==> src/rtl/mips_pkg.sv <==
// -----------------------------------------------------------------------------
// mips_pkg
//   Shared definitions for the MIPS32 memory-access stage:
//     - opcode constants for the memory and branch instructions
//     - state encoding of the memory-stage handshake FSM
//     - helpers that classify an opcode
//   No ports; imported by mem_stage and ex_mem_latch.
// -----------------------------------------------------------------------------
package mips_pkg;

    localparam logic [5:0] OP_LD   = 6'b101000;
    localparam logic [5:0] OP_ST   = 6'b101001;
    localparam logic [5:0] OP_BEQZ = 6'b110100;
    localparam logic [5:0] OP_BNEZ = 6'b110101;

    typedef enum logic [0:0] {
        ST_IDLE = 1'b0,
        ST_WAIT = 1'b1
    } mem_state_e;

    // True for the two opcodes that touch data memory.
    function automatic logic is_mem_op(input logic [5:0] opcode);
        return (opcode == OP_LD) || (opcode == OP_ST);
    endfunction

    function automatic logic is_load_op(input logic [5:0] opcode);
        return (opcode == OP_LD);
    endfunction

    function automatic logic is_store_op(input logic [5:0] opcode);
        return (opcode == OP_ST);
    endfunction

endpackage

==> src/rtl/mem_stage_ex_mem_latch.sv <==
// -----------------------------------------------------------------------------
// ex_mem_latch
//   EX/MEM pipeline register. Loads the execute-stage results when en_i is
//   high and holds them otherwise. Synchronous active-low reset clears all
//   fields to zero.
//   Ports:
//     clk, rst_n     clock / synchronous active-low reset
//     en_i           load enable (instruction accepted this cycle)
//     ir_i, alu_i, b_i, npc_i, sel_i   execute-stage values
//     ir_o, alu_o, b_o, npc_o, sel_o   registered copies
// -----------------------------------------------------------------------------
module ex_mem_latch
    import mips_pkg::*;
(
    input  logic        clk,
    input  logic        rst_n,
    input  logic        en_i,
    input  logic [31:0] ir_i,
    input  logic [31:0] alu_i,
    input  logic [31:0] b_i,
    input  logic [31:0] npc_i,
    input  logic        sel_i,
    output logic [31:0] ir_o,
    output logic [31:0] alu_o,
    output logic [31:0] b_o,
    output logic [31:0] npc_o,
    output logic        sel_o
);

    logic [31:0] ir_q,  ir_d;
    logic [31:0] alu_q, alu_d;
    logic [31:0] b_q,   b_d;
    logic [31:0] npc_q, npc_d;
    logic        sel_q, sel_d;

    // Next-state: load new values on enable, otherwise hold.
    always_comb begin
        ir_d  = ir_q;
        alu_d = alu_q;
        b_d   = b_q;
        npc_d = npc_q;
        sel_d = sel_q;
        if (en_i) begin
            ir_d  = ir_i;
            alu_d = alu_i;
            b_d   = b_i;
            npc_d = npc_i;
            sel_d = sel_i;
        end else begin
            ir_d  = ir_q;
            alu_d = alu_q;
            b_d   = b_q;
            npc_d = npc_q;
            sel_d = sel_q;
        end
    end

    // Capture register with synchronous active-low reset.
    always_ff @(posedge clk) begin
        if (!rst_n) begin
            ir_q  <= 32'h0000_0000;
            alu_q <= 32'h0000_0000;
            b_q   <= 32'h0000_0000;
            npc_q <= 32'h0000_0000;
            sel_q <= 1'b0;
        end else begin
            ir_q  <= ir_d;
            alu_q <= alu_d;
            b_q   <= b_d;
            npc_q <= npc_d;
            sel_q <= sel_d;
        end
    end

    assign ir_o  = ir_q;
    assign alu_o = alu_q;
    assign b_o   = b_q;
    assign npc_o = npc_q;
    assign sel_o = sel_q;

endmodule

==> src/rtl/mem_stage.sv <==
// -----------------------------------------------------------------------------
// mem_stage
//   Memory-access stage of the 5-stage MIPS32 pipeline. Captures execute
//   results into the EX/MEM register, runs word loads/stores through a
//   variable-latency req/ack data-memory handshake and emits a one-cycle
//   mem_valid pulse to write-back.
//   Ports:
//     clk, rst_n                    clock / synchronous active-low reset
//     ex_valid, ex_ready            execute-stage handshake
//     IR_ex, ALU_res, B_ex, NPC_ex, sel   execute-stage results
//     dmem_req, dmem_we, dmem_addr, dmem_wdata, dmem_ack, dmem_rdata
//                                   data-memory interface (word addressed)
//     mem_valid, IR_mem, ALU_mem, LMD, NPC_mem, sel_mem, mem_err
//                                   results to write-back
// -----------------------------------------------------------------------------
module mem_stage
    import mips_pkg::*;
#(
    parameter int AW = 10
) (
    input  logic          clk,
    input  logic          rst_n,
    input  logic          ex_valid,
    output logic          ex_ready,
    input  logic [31:0]   IR_ex,
    input  logic [31:0]   ALU_res,
    input  logic [31:0]   B_ex,
    input  logic [31:0]   NPC_ex,
    input  logic          sel,
    output logic          dmem_req,
    output logic          dmem_we,
    output logic [AW-1:0] dmem_addr,
    output logic [31:0]   dmem_wdata,
    input  logic          dmem_ack,
    input  logic [31:0]   dmem_rdata,
    output logic          mem_valid,
    output logic [31:0]   IR_mem,
    output logic [31:0]   ALU_mem,
    output logic [31:0]   LMD,
    output logic [31:0]   NPC_mem,
    output logic          sel_mem,
    output logic          mem_err
);

    mem_state_e  state_q, state_d;
    logic        mem_valid_q, mem_valid_d;
    logic        mem_err_q, mem_err_d;
    logic [31:0] lmd_q, lmd_d;

    logic        accept_s;
    logic        ex_is_mem_s;
    logic        addr_bad_s;
    logic [31:0] b_mem_s;

    // Byte address must be word aligned and fit inside the AW-bit word space.
    function automatic logic addr_illegal(input logic [31:0] byte_addr);
        return (byte_addr[1:0] != 2'b00) || (byte_addr[31:AW+2] != '0);
    endfunction

    assign accept_s    = ex_valid && ex_ready;
    assign ex_is_mem_s = is_mem_op(IR_ex[31:26]);
    assign addr_bad_s  = addr_illegal(ALU_res);

    ex_mem_latch u_latch (
        .clk   (clk),
        .rst_n (rst_n),
        .en_i  (accept_s),
        .ir_i  (IR_ex),
        .alu_i (ALU_res),
        .b_i   (B_ex),
        .npc_i (NPC_ex),
        .sel_i (sel),
        .ir_o  (IR_mem),
        .alu_o (ALU_mem),
        .b_o   (b_mem_s),
        .npc_o (NPC_mem),
        .sel_o (sel_mem)
    );

    // FSM state register.
    always_ff @(posedge clk) begin
        if (!rst_n) begin
            state_q <= ST_IDLE;
        end else begin
            state_q <= state_d;
        end
    end

    // FSM next-state: only a legal LD/ST enters WAIT; ack is ignored in IDLE.
    always_comb begin
        state_d = state_q;
        case (state_q)
            ST_IDLE: begin
                if (accept_s && ex_is_mem_s && !addr_bad_s) begin
                    state_d = ST_WAIT;
                end else begin
                    state_d = ST_IDLE;
                end
            end
            ST_WAIT: begin
                if (dmem_ack) begin
                    state_d = ST_IDLE;
                end else begin
                    state_d = ST_WAIT;
                end
            end
            default: begin
                state_d = ST_IDLE;
            end
        endcase
    end

    // FSM outputs: pure functions of state, so no ack-to-ready path exists.
    always_comb begin
        ex_ready = 1'b1;
        dmem_req = 1'b0;
        case (state_q)
            ST_IDLE: begin
                ex_ready = 1'b1;
                dmem_req = 1'b0;
            end
            ST_WAIT: begin
                ex_ready = 1'b0;
                dmem_req = 1'b1;
            end
            default: begin
                ex_ready = 1'b1;
                dmem_req = 1'b0;
            end
        endcase
    end

    // Result pulse, error flag and load data for the next cycle.
    always_comb begin
        mem_valid_d = 1'b0;
        mem_err_d   = 1'b0;
        lmd_d       = lmd_q;
        if (state_q == ST_WAIT) begin
            if (dmem_ack) begin
                mem_valid_d = 1'b1;
                if (is_load_op(IR_mem[31:26])) begin
                    lmd_d = dmem_rdata;
                end else begin
                    lmd_d = lmd_q;
                end
            end else begin
                mem_valid_d = 1'b0;
            end
        end else begin
            // IDLE: non-memory ops and rejected LD/ST complete in one cycle.
            if (accept_s && (!ex_is_mem_s || addr_bad_s)) begin
                mem_valid_d = 1'b1;
                mem_err_d   = ex_is_mem_s;
            end else begin
                mem_valid_d = 1'b0;
                mem_err_d   = 1'b0;
            end
        end
    end

    // Result registers.
    always_ff @(posedge clk) begin
        if (!rst_n) begin
            mem_valid_q <= 1'b0;
            mem_err_q   <= 1'b0;
            lmd_q       <= 32'h0000_0000;
        end else begin
            mem_valid_q <= mem_valid_d;
            mem_err_q   <= mem_err_d;
            lmd_q       <= lmd_d;
        end
    end

    // Memory-side fields come straight from the EX/MEM register, which is
    // frozen while in WAIT, so they are stable for the whole request.
    assign dmem_addr  = ALU_mem[AW+1:2];
    assign dmem_wdata = b_mem_s;
    assign dmem_we    = is_store_op(IR_mem[31:26]);

    assign mem_valid  = mem_valid_q;
    assign mem_err    = mem_err_q;
    assign LMD        = lmd_q;

endmodule

==> config.mk <==
export PLATFORM = sky130hd
export DESIGN_NAME = mem_stage
export DESIGN_NICKNAME = d
export VERILOG_FILES = /design/src/rtl/mips_pkg.sv /design/src/rtl/mem_stage_ex_mem_latch.sv /design/src/rtl/mem_stage.sv
export SDC_FILE = /design/constraint.sdc
export NUM_CORES = 1
export LEC_CHECK = 0
export CORE_ASPECT_RATIO = 1.75
export CORE_MARGIN = 5
export CORE_UTILIZATION = 35
export DETAILED_ROUTE_END_ITERATION = 16
export GPL_TIMING_DRIVEN = 0
export PLACE_DENSITY = 0.74
export SLEW_MARGIN = 20
export SYNTH_ARGS = -nofsm -noshare
export SYNTH_HDL_FRONTEND = slang
export SYNTH_SLANG_ARGS = --single-unit
==> constraint.sdc <==
create_clock -name clk -period 2.6 [get_ports clk]
set_input_delay 0.39 -clock clk [delete_from_list [all_inputs] [get_ports clk]]
set_output_delay 0.39 -clock clk [all_outputs]
set_load 0.02 [all_outputs]
==> impl_summary.txt <==
----------------------------------------------------
[Global route]
  Total gr overflow ... 0
  Total routing usage reported by global routing ... between 20% and 30%
  Largest net degree at the start of global routing ... 17
  Number of antenna violations at the first check in global routing ... 0
  First-pass GRT wire length ... about 34000 microns
  Vias in the first global route ... 6093

[Yosys]
  Library cells used by synthesis ... 24
  Number of nets produced by synthesis ... 900
  Cell Area, Synth ... ~6200 sq um
  Library cell with the largest summed area after synthesis ... dfxtp_1
  Main area contributors after synthesis ... dfxtp_1 (53%), nand2_1 (20%), a21boi_0 (16%), a21boi_1 (3.6%), clkbuf_1 (1.8%)
  Compound-cell area share of the yosys netlist ... 19.8%
  Number of flip-flops and latches in the synthesized netlist ... 164
  Number of warnings issued by yosys ... 0
  Share of the synthesized area in the top cell type ... between 50% and 60%
  Main combinational cell family by area after synthesis ... simple AND/OR/NAND/NOR gates
  Syn Inst Count ... roughly 740
  Syn Area/Cell ... roughly 8.4 sq um
  Multiplexer share of the synthesized area ... 0%
  Post-synthesis share of cell area spent on xor and xnor gates ... 0%
  Simple-gate area share of the yosys netlist ... 22.0%
  Portion of the post-synthesis area used by sequential elements ... between 50% and 60%
  Area share of fa/ha/maj cells after synthesis ... 0%

[Min path]
  Count of cells along the worst hold path ... 2
  HP Class ... in -> reg

[CTS]
  Post_cts resized ... 0
  CTS Hold Buffers Added ... 0
  Count of buffers added by post-CTS timing repair for setup ... 0
  H-tree depth ... 4
  TritonCTS clock tree ... yes
  Clk slew on worst S/H paths ... ~0.060 ns
  Total clock buffers created by CTS ... 17
  Source-to-sink clock delay at the later pin of the worst-skew pair ... 0.43 ns
  Buffer cell driving the clock tree root ... clkbuf_16
  Clk sinks ... 164
  Number of buffers on the longest clock path ... 2

[Run status]
  Status ... finished clean

[Die]
  Full die area ... about 21000 sq um
  Chip Height ... 186 microns
  Initial cell density of the core ... a little over a third
  Area of the placeable core ... roughly 17000 sq um
  Cell row count ... 64
  Number of primary I/O pins ... around 340
  Chip width ... 111 microns

[Placed design]
  Placed instance count ... around 1.3k
  Area of placed instances ... 9870 sq um
  Gp weighted congestion ... ~0.88
  Total half-perimeter wirelength after legalization and detailed placement ... approximately 18000 microns
  Number of buffers inserted by port buffering ... approximately 340

[Pwr]
  Total design power ... between 0.006 and 0.007 W
  VDD IR-drop max ... about 0.48 mV
  Power density over the cells ... just under 600 nW/um^2
  Leakage dissipation ... 3.86 nW

[Detailed routing]
  Number of detailed-routing iterations run before antenna repair ... 4
  WL final ... between 20000 and 25000 microns
  Post-route DRC violation count ... 0
  Post-DR wirelength/cell ... approximately 17 microns
  Number of violations reported at the end of detailed-routing iteration 0 ... roughly 250
  Vias per std cell ... about 4.6
  Vias ... around 6k
  Count of nets left with antenna violations after detail routing ... 0

[Finish]
  Area growth from synthesis to layout ... 68.8%
  # diodes ... 0
  Layout net count ... roughly 1.3k
  Post-route cell area ... around 10000 sq um
  Filler cells ... 1595
  Layout cell share with drive strength beyond 1 ... around 5.3%
  Fin cells ... roughly 1.3k

[Critical path]
  Type of destination of the critical path ... output port
  Cell count of the worst reg-to-reg path ... 6
  Sequence of cells on the critical path ... nand4bb_4, nor3b_1, clkdlybuf4s50_1
  Critical Setup Path Class ... reg -> out
  Master of the slowest instance on the critical path ... clkdlybuf4s50_1
  Critical path required time ... 2.21 ns
  Biggest cell delay along the critical path ... roughly 0.67 ns
  Maximum fanout along the worst path ... 3
  Worst setup slack for register-to-register paths ... between 0.7 and 0.8 ns
  Launching element type of the critical path ... register
  Arrival time worst endpoint ... approximately 1.9 ns

[STA]
  Worst hold slack ... between 0.4 and 0.5 ns
  Actual transition at the worst max-transition pin ... 0.749 ns
  Fin. Hold Viols ... 0
  Final Critical Period ... around 2.3 ns
  Final worst path period share ... ~87%
  Maximum frequency from static timing analysis ... about 440 MHz
  Post-route setup TNS ... 0 ns
  Setup repair after global routing missed its margin ... false
  Final setup skew ... roughly 0.0054 ns
  Number of failing setup endpoints in the final timing report ... 0
  Max_slew headroom ... 50.1%
  Max Transition Viols Final ... 0

[Job]
  Max capacitance violation total ... 0

----------------------------------------------------
-- synth_stat cells --
library cell  count
nand4_1           1
or4_1             1
nand4bb_4         1
clkbuf_1         29
nor4_2            1
nor4_1            5
a21boi_0        131
buf_4            10
nand3_1           1
buf_6             3
buf_1             4
nor3b_1           1
nand2_1         327
o41ai_1           1
nand3b_1          1
nor4b_1           1
buf_2            17
o21ai_0           1
nor2b_1           1
a21boi_1         30
inv_1             1
nor2_1            1
dfxtp_1         164
nor3_1            2
-- per-layer routing --
metal,vias up,wire [microns],global-route usage [%]
met4,0,787,9.37
li1,3078,-,-
met5,-,0,0
met1,2785,7860,20.2
met2,250,12000,40.7
met3,41,1700,7.12
-- placed cells by master (no fill, tap or decap), drive strengths merged, types with 2 or more instances in the layout --
cell	count
nand2	327
a21boi	161
clkinv	5
clkbuf	50
clkinvlp	2
buf	34
nor3	2
dfxtp	164
bufinv	3
nor4	6
clkdlybuf4s50	339
-- kinds of logic after synthesis --
family                 Yosys count
AOI/OAI and AO/OA              163
buffers and inverters           64
DFF                            164
and+or+nand+nor                344
-- final cells by class --
cell class,count,area [sq um],share of cell area (%)
timing repair buffer,339,3390,32.5
sequential,164,3280,31.4
multi-input combinational,507,2580,24.7
clock buffer,21,440,4.22
buffer,63,318,3.04
tap,231,289,2.77
clock inverter,10,134,1.28
inverter,1,3.75,0.0359
-- worst max-delay path, delay by kind of cell, from the launching register on --
kind                   cells  cell delay [ns]
DFF                        1             0.33
buffers and inverters      1             0.67
and+or+nand+nor            2             0.43
-- flip-flops by register name, indices dropped and copies added (netlist names) --
register,flops
u_latch.npc_o,32
u_latch.alu_o,32
LMD,32
u_latch.sel_o,1
state_q,1
mem_err,1
mem_valid,1
u_latch.ir_o,32
u_latch.b_o,32
-- stage by stage --
| step | utilization (%) | worst slack, ns |
|---|---|---|
| 2_1_floorplan | - | 1.01 |
| 3_3_place_gp | 56.5 | 0.309 |
| 3_5_place_dp | 56.5 | 0.323 |
| 4_1_cts | 59.8 | 0.314 |
| 5_1_grt | 59.8 | 0.280 |
| 6_report | 59.8 | 0.346 |
-- where the power goes --
part           leakage [nW]  internal, W  total (W)  switching (W)
combinational          2.24     0.000515   0.000938       0.000423
sequential             1.35      0.00262    0.00269      0.0000623
clock                 0.277      0.00150    0.00251        0.00101
-- worst paths after layout --
path | startpoint | end
max reg2reg | state_q | u_latch.alu_o[26]
max | u_latch.ir_o[28] | dmem_we
min | rst_n | LMD[30]
min reg2reg | LMD[3] | LMD[3]
(Power assumes the default switching activity.)
